### config.mk
export PLATFORM = sky130hd
export DESIGN_NAME = spongent_ctrl_flat
export DESIGN_NICKNAME = d
export VERILOG_FILES = /design/src/rtl/spongent_ctrl_if.sv /design/src/rtl/spongent_ctrl.sv /design/src/flat_wrapper.sv
export SDC_FILE = /design/constraint.sdc
export NUM_CORES = 1
export LEC_CHECK = 0
export CAP_MARGIN = 20
export CELL_PAD_IN_SITES_DETAIL_PLACEMENT = 1
export CELL_PAD_IN_SITES_GLOBAL_PLACEMENT = 2
export CORE_MARGIN = 1
export CORE_UTILIZATION = 21
export CTS_BUF_LIST = sky130_fd_sc_hd__clkbuf_8
export DETAILED_ROUTE_END_ITERATION = 8
export PLACE_DENSITY_LB_ADDON = 0.1
export SLEW_MARGIN = 20
export SYNTH_ARGS = -nofsm -noshare
export SYNTH_HDL_FRONTEND = slang
export SYNTH_SLANG_ARGS = --single-unit
### constraint.sdc
create_clock -name clk -period 1.83 [get_ports clk]
set_clock_uncertainty 0.05 [all_clocks]
set_input_delay 0.366 -clock clk [delete_from_list [all_inputs] [get_ports clk]]
set_output_delay 0.366 -clock clk [all_outputs]
set_load 0.1 [all_outputs]
### src/rtl/spongent_ctrl_if.sv
// Bundle of requester-side and core-side signals for spongent_ctrl.
// slave = controller view, master = environment (requesters plus hash core).
interface spongent_ctrl_if #(
  parameter int N = 256,
  parameter int r = 16
);
  logic [1:0]     req_valid;
  logic [2*r-1:0] req_data;
  logic [1:0]     req_last;
  logic [1:0]     req_ready;
  logic [1:0]     dig_valid;
  logic [1:0]     dig_ready;
  logic [N-1:0]   digest;
  logic           error;
  logic           core_rst;
  logic [r-1:0]   core_data_input;
  logic           core_data_ready;
  logic           core_start_hash;
  logic           core_busy;
  logic           core_end_hash;
  logic [N-1:0]   core_digest;

  modport slave (
    input  req_valid, req_data, req_last, dig_ready,
           core_busy, core_end_hash, core_digest,
    output req_ready, dig_valid, digest, error,
           core_rst, core_data_input, core_data_ready, core_start_hash
  );

  modport master (
    output req_valid, req_data, req_last, dig_ready,
           core_busy, core_end_hash, core_digest,
    input  req_ready, dig_valid, digest, error,
           core_rst, core_data_input, core_data_ready, core_start_hash
  );
endinterface

### src/rtl/spongent_ctrl.sv
// Two-requester round-robin front end for a SPONGENT hash core.
// Optional watchdog on absorb/finalize waits: define SPONGENT_CTRL_TIMEOUT_EN.
module spongent_ctrl #(
  parameter int N              = 256,
  parameter int r              = 16,
  parameter int TIMEOUT_CYCLES = 4096
) (
  input  logic clk,
  input  logic rst,
  spongent_ctrl_if.slave bus
);

  typedef enum logic [2:0] {
    CORE_RST, IDLE, FEED, WAIT_ABS, FINAL, DELIVER
  } state_t;

  state_t         state_reg, state_next;
  logic           rst_cnt_reg, rst_cnt_next;
  logic           ptr_reg, ptr_next;
  logic           grant_reg, grant_next;
  logic           last_reg, last_next;
  logic           first_reg, first_next;
  logic [r-1:0]   data_reg, data_next;
  logic           data_rdy_reg, data_rdy_next;
  logic [N-1:0]   digest_reg, digest_next;
  logic           feed_acc;
  logic           abort;
  logic [1:0]     sel_oh;
  logic [r-1:0]   req_word [2];

  genvar gi;
  generate
    for (gi = 0; gi < 2; gi++) begin : g_word
      assign req_word[gi] = bus.req_data[gi*r +: r];
    end
  endgenerate

`ifdef SPONGENT_CTRL_TIMEOUT_EN
  localparam int TW = $clog2(TIMEOUT_CYCLES + 1);
  logic [TW-1:0] tmo_reg, tmo_next;
`endif

  always_ff @(posedge clk) begin
    if (!rst) begin
      state_reg    <= CORE_RST;
      rst_cnt_reg  <= 1'b0;
      ptr_reg      <= 1'b0;
      grant_reg    <= 1'b0;
      last_reg     <= 1'b0;
      first_reg    <= 1'b0;
      data_reg     <= '0;
      data_rdy_reg <= 1'b0;
      digest_reg   <= '0;
`ifdef SPONGENT_CTRL_TIMEOUT_EN
      tmo_reg      <= '0;
`endif
    end else begin
      state_reg    <= state_next;
      rst_cnt_reg  <= rst_cnt_next;
      ptr_reg      <= ptr_next;
      grant_reg    <= grant_next;
      last_reg     <= last_next;
      first_reg    <= first_next;
      data_reg     <= data_next;
      data_rdy_reg <= data_rdy_next;
      digest_reg   <= digest_next;
`ifdef SPONGENT_CTRL_TIMEOUT_EN
      tmo_reg      <= tmo_next;
`endif
    end
  end

  always_comb begin
    state_next    = state_reg;
    rst_cnt_next  = rst_cnt_reg;
    ptr_next      = ptr_reg;
    grant_next    = grant_reg;
    last_next     = last_reg;
    first_next    = first_reg;
    data_next     = data_reg;
    data_rdy_next = 1'b0;
    digest_next   = digest_reg;
    feed_acc      = 1'b0;
    abort         = 1'b0;
`ifdef SPONGENT_CTRL_TIMEOUT_EN
    tmo_next      = tmo_reg;
`endif
    case (state_reg)
      CORE_RST: begin
        rst_cnt_next = ~rst_cnt_reg;
        if (rst_cnt_reg) state_next = IDLE;
      end
      IDLE: begin
        if (|bus.req_valid && !bus.core_busy) begin
          grant_next = bus.req_valid[ptr_reg] ? ptr_reg : ~ptr_reg;
          state_next = FEED;
        end
      end
      FEED: begin
        if (bus.req_valid[grant_reg] && !bus.core_busy) begin
          feed_acc      = 1'b1;
          data_next     = req_word[grant_reg];
          data_rdy_next = 1'b1;
          last_next     = bus.req_last[grant_reg];
          first_next    = 1'b1;
          state_next    = WAIT_ABS;
`ifdef SPONGENT_CTRL_TIMEOUT_EN
          tmo_next      = '0;
`endif
        end
      end
      WAIT_ABS: begin
        // The core only sees core_data_ready during this first cycle, so its busy is stale here.
        if (first_reg) begin
          first_next = 1'b0;
        end else if (!bus.core_busy) begin
          state_next = last_reg ? FINAL : FEED;
`ifdef SPONGENT_CTRL_TIMEOUT_EN
          tmo_next   = '0;
`endif
        end
      end
      FINAL: begin
        if (bus.core_end_hash && !bus.core_busy) begin
          digest_next = bus.core_digest;
          state_next  = DELIVER;
        end
      end
      DELIVER: begin
        if (bus.dig_ready[grant_reg]) begin
          ptr_next     = ~ptr_reg;
          rst_cnt_next = 1'b0;
          state_next   = CORE_RST;
        end
      end
      default: state_next = CORE_RST;
    endcase
`ifdef SPONGENT_CTRL_TIMEOUT_EN
    // A normal exit in the same cycle as expiry wins over the abort.
    if ((state_reg == WAIT_ABS || state_reg == FINAL) && state_next == state_reg) begin
      if (tmo_reg == TW'(TIMEOUT_CYCLES - 1)) begin
        abort        = 1'b1;
        ptr_next     = ~ptr_reg;
        rst_cnt_next = 1'b0;
        state_next   = CORE_RST;
      end else begin
        tmo_next = tmo_reg + TW'(1);
      end
    end
`endif
  end

  assign sel_oh              = grant_reg ? 2'b10 : 2'b01;
  assign bus.req_ready       = feed_acc ? sel_oh : 2'b00;
  assign bus.dig_valid       = (state_reg == DELIVER) ? sel_oh : 2'b00;
  assign bus.digest          = digest_reg;
  assign bus.core_rst        = (state_reg == CORE_RST);
  assign bus.core_data_input = data_reg;
  assign bus.core_data_ready = data_rdy_reg;
  assign bus.core_start_hash = (state_reg == FINAL);
`ifdef SPONGENT_CTRL_TIMEOUT_EN
  assign bus.error           = abort;
`else
  assign bus.error           = 1'b0;
`endif

endmodule

### src/flat_wrapper.sv
// flat-port wrapper written by rule: the top's interface ports become plain ports
module spongent_ctrl_flat 
#(
  parameter int N              = 256,
  parameter int r              = 16,
  parameter int TIMEOUT_CYCLES = 4096
)
  (clk, rst, bus_req_valid, bus_req_data, bus_req_last, bus_dig_ready, bus_core_busy, bus_core_end_hash, bus_core_digest, bus_req_ready, bus_dig_valid, bus_digest, bus_error, bus_core_rst, bus_core_data_input, bus_core_data_ready, bus_core_start_hash);
  spongent_ctrl_if #(.N(N), .r(r)) bus_i ();
  input  logic clk;
  input  logic rst;
  input wire logic [$bits(bus_i.req_valid)-1:0] bus_req_valid;
  input wire logic [$bits(bus_i.req_data)-1:0] bus_req_data;
  input wire logic [$bits(bus_i.req_last)-1:0] bus_req_last;
  input wire logic [$bits(bus_i.dig_ready)-1:0] bus_dig_ready;
  input wire logic [$bits(bus_i.core_busy)-1:0] bus_core_busy;
  input wire logic [$bits(bus_i.core_end_hash)-1:0] bus_core_end_hash;
  input wire logic [$bits(bus_i.core_digest)-1:0] bus_core_digest;
  output wire logic [$bits(bus_i.req_ready)-1:0] bus_req_ready;
  output wire logic [$bits(bus_i.dig_valid)-1:0] bus_dig_valid;
  output wire logic [$bits(bus_i.digest)-1:0] bus_digest;
  output wire logic [$bits(bus_i.error)-1:0] bus_error;
  output wire logic [$bits(bus_i.core_rst)-1:0] bus_core_rst;
  output wire logic [$bits(bus_i.core_data_input)-1:0] bus_core_data_input;
  output wire logic [$bits(bus_i.core_data_ready)-1:0] bus_core_data_ready;
  output wire logic [$bits(bus_i.core_start_hash)-1:0] bus_core_start_hash;
  assign bus_i.req_valid = bus_req_valid;
  assign bus_i.req_data = bus_req_data;
  assign bus_i.req_last = bus_req_last;
  assign bus_i.dig_ready = bus_dig_ready;
  assign bus_i.core_busy = bus_core_busy;
  assign bus_i.core_end_hash = bus_core_end_hash;
  assign bus_i.core_digest = bus_core_digest;
  assign bus_req_ready = bus_i.req_ready;
  assign bus_dig_valid = bus_i.dig_valid;
  assign bus_digest = bus_i.digest;
  assign bus_error = bus_i.error;
  assign bus_core_rst = bus_i.core_rst;
  assign bus_core_data_input = bus_i.core_data_input;
  assign bus_core_data_ready = bus_i.core_data_ready;
  assign bus_core_start_hash = bus_i.core_start_hash;
  spongent_ctrl #(.N(N), .r(r), .TIMEOUT_CYCLES(TIMEOUT_CYCLES)) u_core (.clk(clk), .rst(rst), .bus(bus_i));
endmodule
* After elaboration in Yosys (flattened, before gate mapping)
Index checks and enable logic that the tools add are counted.
** Word-level totals
- Bits of input ports :: 298
- Bits in read-only memories :: 0
- Memories kept :: 0
- Latch bits :: 0
- Output and inout port bits :: 280
- Bits in registers :: 281
- Word-level logic and storage cells :: 72
- RAM bits :: 0
** Cells by class
- Equality and inequality tests :: 12
- Magnitude comparators :: 3
- Muxes and demuxes :: 30
- Bitwise gates (word level) :: 3
- Reduce and logical (&&, ||, !) cells :: 15
- Add/subtract/negate cells :: 0
- Divide/modulo/power cells :: 0
- Shift-type cells :: 0
- $mul :: 0
** Operators with widths (number)
- $mux W16 :: 3
- $mux W3 :: 8
- $pmux W3 S6 :: 1
- $mux W1 :: 13
- $reduce_and A2 Y1 :: 6
- $ne A2 B1 Y1 const B :: 5
- $reduce_and A7 Y1 :: 1
- $eq A3 B2 Y1 const B :: 2
- $eq A3 B3 Y1 const B :: 2
- $mux W2 :: 3
- $lt A1 B2 Y1 const B :: 2
- $ne A2 B2 Y1 const B :: 2
- $pmux W1 S2 :: 2
- $reduce_bool A2 Y1 :: 2
- $eq A3 B1 Y1 const B :: 1
- $logic_and A1 B1 Y1 :: 3
- $logic_not A3 Y1 :: 1
- $ge A2 B2 Y1 const B :: 1
- $not A1 Y1 :: 2
- $not A1 Y2 :: 1
- $reduce_or A2 Y1 :: 1
- $logic_not A1 Y1 :: 1

* Longest topological paths before layout
Gate-level depths: netlist of the first run.
- Word-level depth :: 6
- Depth in mapped cells :: 8
- Mapped depth without buffers :: 5

* Worst setup path after synthesis of the first run
Ideal clock, no wire load.
- Path type :: reg-to-output
- Start :: register u_core.grant_reg
- End :: output port bus_req_ready[1]
- Data arrival time :: 3.837 ns
- Stages on the path, launching flop included :: 5
- Buffers on the path :: 2
- Path slack :: -2.423 ns
- Data required time :: 1.414 ns
- Cell sequence :: dfxtp_1 buf_4 clkbuf_1 inv_1 nor4_1
** Between the ends
- Longest elaborated chain between the ends :: 6
- Elaborated cells on any way between the ends :: 7
- Those cells by class :: 6 x mux; 1 x reduce/logical
** Ends and longest elaborated chain
- start: declaration :: RTL line spongent_ctrl.sv:20 : logic grant_reg, grant_next;
- start signal: assignment :: RTL line spongent_ctrl.sv:61 : grant_reg <= grant_next;
- $mux W1 (not written as such) (2 in a row) :: RTL line spongent_ctrl.sv:100 : if (bus.req_valid[grant_reg] && !bus.core_busy) begin
- $logic_and A1 B1 Y1 :: RTL line spongent_ctrl.sv:100
- $mux W1 :: RTL line spongent_ctrl.sv:100
- $mux W1 :: RTL line spongent_ctrl.sv:88 : case (state_reg)
- $mux W2 * :: RTL line spongent_ctrl.sv:154 : assign bus.req_ready = feed_acc ? sel_oh : 2'b00;
- end: declaration :: RTL line flat_wrapper.sv:19 : output wire logic [$bits(bus_i.req_ready)-1:0] bus_req_ready;
Mark *: on every way between the ends. The rest lies on a longest branch, timed or not. The select of a mux whose other input is x is not followed.

* Worst setup path after layout of the first run
- Start :: register u_core.state_reg[2]
- End :: output port bus_req_ready[1]
** Between the ends
- Longest elaborated chain between the ends :: 3
** Ends and longest elaborated chain
- start: declaration :: RTL line spongent_ctrl.sv:17 : state_t state_reg, state_next;
- start signal: assignment :: RTL line spongent_ctrl.sv:58 : state_reg <= state_next;
- $eq A3 B2 Y1 :: RTL line spongent_ctrl.sv:88
- $mux W1 :: RTL line spongent_ctrl.sv:88
- $mux W2 :: RTL line spongent_ctrl.sv:154
Every way passes these cells.

==> results of run 1 <==
-- synth_stat cells, drive strengths merged --
cell	n
o211a	17
nand2b	2
nor3	4
nor2	10
or2	2
mux2i	22
nor2b	3
buf	47
a211oi	1
a31oi	2
nor4	2
and3	2
conb	1
a21boi	256
o21ai	1
o221a	2
and2	2
a41o	1
nand3	1
or3	1
inv	3
a221oi	1
xor2	1
nand3b	2
dfxtp	281
clkbuf	52
nand2	535
-- timing repair --
action / in CTS / in global routing
cloned: 1 / 5
hold endpoints to repair: 11 / 0
endpoints found under the setup margin: 8 / 26
pin swaps: 5 / 6
gates resized for setup: 17 / 11
buffers inserted: 8 / 3
hold buffers: 1 / 0
-- critical path, delay by kind of cell (launching register included) --
kind	cells	cell delay [ns]
flip-flops	1	0.34
buffers and inverters	2	0.37
AND/OR/NAND/NOR	2	0.47
-- power breakdown --
group          leakage (nW)  total [mW]  switching [mW]  internal (mW)
sequential             2.27        6.26          0.0721           6.19
clock                 0.630        6.11            2.78           3.34
combinational          5.09        2.13           0.899           1.24
total                  7.99        14.5            3.75           10.8
-- layer usage --
layer | part of all wire | vias to the layer above | track usage
met3 | 0.11 | 106 | 0.0910
met1 | 0.35 | 5096 | 0.179
met5 | 0.0021 | - | 0
met4 | 0.031 | 18 | 0.0710
li1 | - | 5305 | -
met2 | 0.50 | 352 | 0.315
-- per-stage QoR --
step                      TNS [ns]  utilization  power [mW]  worst slack, ns  hold slack [ns]
after global placement      -89.16        0.407        8.23           -0.432            0.437
final                        -4.32        0.435        14.5           -0.369            0.254
after detailed placement    -96.19        0.407        8.24           -0.448            0.445
after global routing         -6.31        0.435        15.2           -0.477            0.214
after floorplan              -1.08            -        7.18           -0.540            0.443
after CTS                    -2.11        0.431        14.7           -0.429            0.180
-- worst max-delay path by stage --
stage / end / cells past startpoint
after floorplan: bus_req_ready[0] / 5
after global placement: bus_req_ready[1] / 5
after detailed placement: bus_req_ready[1] / 5
after CTS: bus_req_ready[1] / 4
after global routing: bus_req_ready[0] / 4
final: bus_req_ready[1] / 4
-- logic make-up after synthesis --
kind of cell,Yosys count
flip-flops,281
multiplexers,22
AO/OA/AOI/OAI,281
AND/OR/NAND/NOR,566
XOR/XNOR,1
buffers and inverters,102
other,1
-- final cells by class --
type	instances	area, um^2	share of cell area
Clock inverter	26	101	0.00464
Clock buffer	69	950	0.0435
Multi-Input combinational cell	871	4700	0.215
Antenna cell	7	17.5	0.000802
Timing Repair Buffer	655	9580	0.439
Sequential cell	281	5640	0.258
Inverter	3	11.3	0.000516
Tap cell	672	841	0.0385
==> flow_summary.toml, run 1 <==
[yosys]
synth.area.top_cells = "dfxtp_1, nand2_1, a21boi_0"
synthCells = 1254
synthMuxAreaShare = 0.0206
synth_top_family_by_area = "simple AND/OR/NAND/NOR gates"
synthDistinctLibCells = 33
synthAdderAreaFrac = 0
synth_xor_area_frac = 0.000820
synth_warnings = 0
synth_compound_area_frac = 0.203
synth-seq-cells = 281
netlist_area_um2 = 10700
synth_nets = 1552
yosysSeqAreaShare = 0.527
yosysTopAreaCell = "dfxtp_1"
yosysTopAreaCellShare = 0.527
syn-mean-instance-area_um2 = 8.51
synthSimpleGateAreaFrac = 0.205

[min_path]
whs_path_depth = 3
min_path_type = "in2reg"
min_to = "u_core.bus.digest[204]$_SDFFE_PN0P_"
hold_start = "bus_core_digest[204]"

[clocking]
worstSkewPairLatency_ns = 0.60
cts_made_buffers = 55
clk_pin_slew_ns = 0.06
tritoncts = "yes"
cts.path.max_buffers = 3
ctsRootBufferMaster = "clkbuf_8"
htree_levels = 2
cts_sinks = 281

[worst_setup_path]
slowest_delay_ns = 0.34
regToRegSetupSlack_ns = -0.18
rr_startpoint = "u_core.grant_reg$_SDFFE_PN0P_"
cp-start-kind = "flop"
reg2reg_to = "u_core.bus.core_data_input[11]$_SDFFE_PN0P_"
crit_type = "reg2out"
crit_path_end_kind = "output port"
worstSetupStartpoint = "u_core.state_reg[2]$_SDFFE_PN0P_"
r2r_cells = 10
cp.required_ns = 1.41
path_cells = "nand2b_4, buf_4, nor4_4, buf_12"
critPathMaxFanout = 3
crit_slowest_cell = "dfxtp_2"
critical_path_arrival_ns = 1.78

[die]
initial_core_util = 0.213
core_um2 = 50200
num_rows = 82
die_y_um = 227
die_area_um2 = 51800
ioPinCount = 578
fp.dieW_um = 227

[grt]
grt-ovfl-total = 0
grt_use_total = 0.179
grt_max_degree = 80
grt_pass1_wl_mm = 69.3
grt_antenna_before_repair = 15
grt_pass1_vias = 11300

[power]
leakagePower_nw = 7.99
powerDensity_nw_per_um2 = 665
peakVddDrop_uv = 424

[timing]
finalCriticalPeriod_ns = 2.20
grt_setup_unrepaired = "true"
min_period_over_period = 1.20
setup_viol = 24
final_max_slew_viol_count = 0
hold_viol_final = 0
fmax_ghz = 0.455
postLayoutSetupSlackWorst_ns = -0.369

[detailed_routing]
drc = 0
postRouteWirelength_mm = 48.0
detail_route.wl_per_cell_um = 18.6
vias = 10900
drtAntennaViolNets = 0
first_pass_iters = 4
drtIter0Drc = 252
vias_per_cell = 4.21

[place]
dpl_cell_area_um2 = 20400
gp_congestion = 0.735
dp.cells = 2464
dp_hpwl_mm = 36.3
io_buffer_count = 576

[layout]
largest_reg_flops = 256
fillers = 5505
fin_cells = 2584
final_common_cell = "nand2_1"
drive_gt1_frac = 0.238
layout.nets = 2165
area_growth_pct = 104
final_cell_mix = "nand2_1, buf_12, clkdlybuf4s50_1"
stdcell_area_um2 = 21800

[run_status]
status = "complete, but fails checks"
violations = "setup timing"

[run]
drv_cap = 0
(Power assumes the default switching activity.)
==> run 2: changes to the inputs <==
--- a/config.mk
+++ b/config.mk
@@ -8,7 +8,7 @@
 export CAP_MARGIN = 20
 export CELL_PAD_IN_SITES_DETAIL_PLACEMENT = 1
 export CELL_PAD_IN_SITES_GLOBAL_PLACEMENT = 2
-export CORE_MARGIN = 1
+export CORE_MARGIN = 4
 export CORE_UTILIZATION = 21
 export CTS_BUF_LIST = sky130_fd_sc_hd__clkbuf_8
 export DETAILED_ROUTE_END_ITERATION = 8
==> flow_summary.toml, run 2 (synthesized netlist as in run 1, its figures left out) <==
[run_status]
status = "complete, but fails checks"
violations = "setup timing"

[die]
die_area_um2 = 54500
fp.dieW_um = 233
initial_core_util = 0.213
ioPinCount = 578
core_um2 = 50200
num_rows = 82
die_y_um = 233

[worst_setup_path]
cp_top_family = "simple AND/OR/NAND/NOR gates"
critical_path_arrival_ns = 1.77
cp.required_ns = 1.41
path_cells = "mux2i_1, or2_4, nor4_4, buf_12"
critical_path_buf_inv_count = 1
crit_slowest_cell = "dfxtp_2"
critPathMaxFanout = 3
crit_type = "reg2out"
cp-start-kind = "flop"
crit_path_end_kind = "output port"
slowest_delay_ns = 0.34

[layout]
stdcell_area_um2 = 21800
utilization = 0.435
area_growth_pct = 104
largest_reg_flops = 256
final_common_cell = "nand2_1"
final_cell_mix = "nand2_1, buf_12, clkdlybuf4s50_1"
drive_gt1_frac = 0.238
layout.nets = 2165
fin_cells = 2579

[detailed_routing]
vias_per_cell = 4.21
postRouteWirelength_mm = 50.4
vias = 10900
drtAntennaViolNets = 0
first_pass_iters = 4
detail_route.wl_per_cell_um = 19.5
drtIter0Drc = 348
drc = 0

[clocking]
htree_levels = 2
clk_pin_slew_ns = 0.06
cts_sinks = 281
cts_made_buffers = 55
worstSkewPairLatency_ns = 0.62
ctsRootBufferMaster = "clkbuf_8"
cts.path.max_buffers = 3
tritoncts = "yes"

[timing]
postLayoutSetupSlackWorst_ns = -0.352
final_max_slew_viol_count = 0
min_period_over_period = 1.19
grt_setup_unrepaired = "true"
hold_viol_final = 0
holdWs_ns = 0.239
fmax_ghz = 0.458
finalCriticalPeriod_ns = 2.18
setup_viol = 6

[place]
dp.cells = 2470
dpl_cell_area_um2 = 20500
gp_congestion = 0.753
io_buffer_count = 576
dp_hpwl_mm = 38.9

[grt]
grt-ovfl-total = 0
grt_max_degree = 96
grt_antenna_before_repair = 12
grt_pass1_vias = 11600
grt_pass1_wl_mm = 73.2
grt_use_total = 0.177

[run]
drv_cap = 0

[power]
peakVddDrop_uv = 421
leakagePower_nw = 7.99
powerDensity_nw_per_um2 = 672

[min_path]
min_path_type = "in2reg"
run 2: changes by cell type in the layout (fill, tap and decap cells not counted), moves of 3 or more:
cell and change:
buf_12 +3, inv_1 -3, clkbuf_8 +3, diode_2 -4, clkbuf_16 -3, a21boi_1 +3
a21boi_0 -3
run 2: metal layers:
layer / up-vias / wire, um / track usage
li1: 5292 / - / -
met1: 5090 / 18100 / 0.182
met2: 365 / 25000 / 0.311
met3: 99 / 5560 / 0.0930
met4: 18 / 1590 / 0.0590
met5: - / 120 / 0
run 2: timing repair:
action	CTS	global route
hold buffers	1	0
buffers inserted	12	1
resized for setup	22	7
endpoints found under the hold margin	15	0
pin swaps	7	7
setup endpoints to repair	8	8
run 2: final timing paths:
path / slack (ns) / startpoint / cells after the start / end
worst min register to register: 0.45 / u_core.bus.digest[13]$_SDFFE_PN0P_ / 2 / u_core.bus.digest[13]$_SDFFE_PN0P_
worst min-delay path: 0.24 / bus_core_digest[23] / 3 / u_core.bus.digest[23]$_SDFFE_PN0P_
worst max register to register: 0.05 / u_core.grant_reg$_SDFFE_PN0P_ / 6 / u_core.state_reg[1]$_SDFFE_PN0P_
worst max-delay path: -0.35 / u_core.grant_reg$_SDFFE_PN0P_ / 4 / bus_req_ready[0]
run 2: worst register-to-register path: cells and delay by family (launching register included):
| kind | cells | cell delay [ns] |
|---|---|---|
| and+or+nand+nor | 2 | 0.40 |
| DFF | 1 | 0.34 |
| AOI/OAI and AO/OA | 2 | 0.59 |
| muxes | 1 | 0.11 |
| buffers and inverters | 1 | 0.17 |
run 2: per-stage QoR:
stage / power (mW) / setup slack (ns) / TNS [ns]
after global placement: 8.26 / -0.472 / -91.42
final: 14.7 / -0.352 / -1.79
after floorplan: 7.18 / -0.540 / -1.08
after detailed placement: 8.28 / -0.517 / -94.07
after global routing: 15.4 / -0.489 / -2.52
after CTS: 15.0 / -0.439 / -2.19
run 2: power by group:
part | internal [mW] | total (mW) | switching (mW)
registers | 6.19 | 6.27 | 0.0761
logic | 1.23 | 2.15 | 0.917
clock network | 3.46 | 6.24 | 2.78
total | 10.9 | 14.7 | 3.77
run 2: layout make-up:
cell class / count / area, um^2
clock buffers: 72 / 991
diodes: 3 / 7.51
inverters: 3 / 11.3
clock inverters: 22 / 85.1
flip-flops and latches: 281 / 5640
well taps: 672 / 841
multi-input cells: 871 / 4700
fillers: 5547 / 28300
repair buffers: 655 / 9560
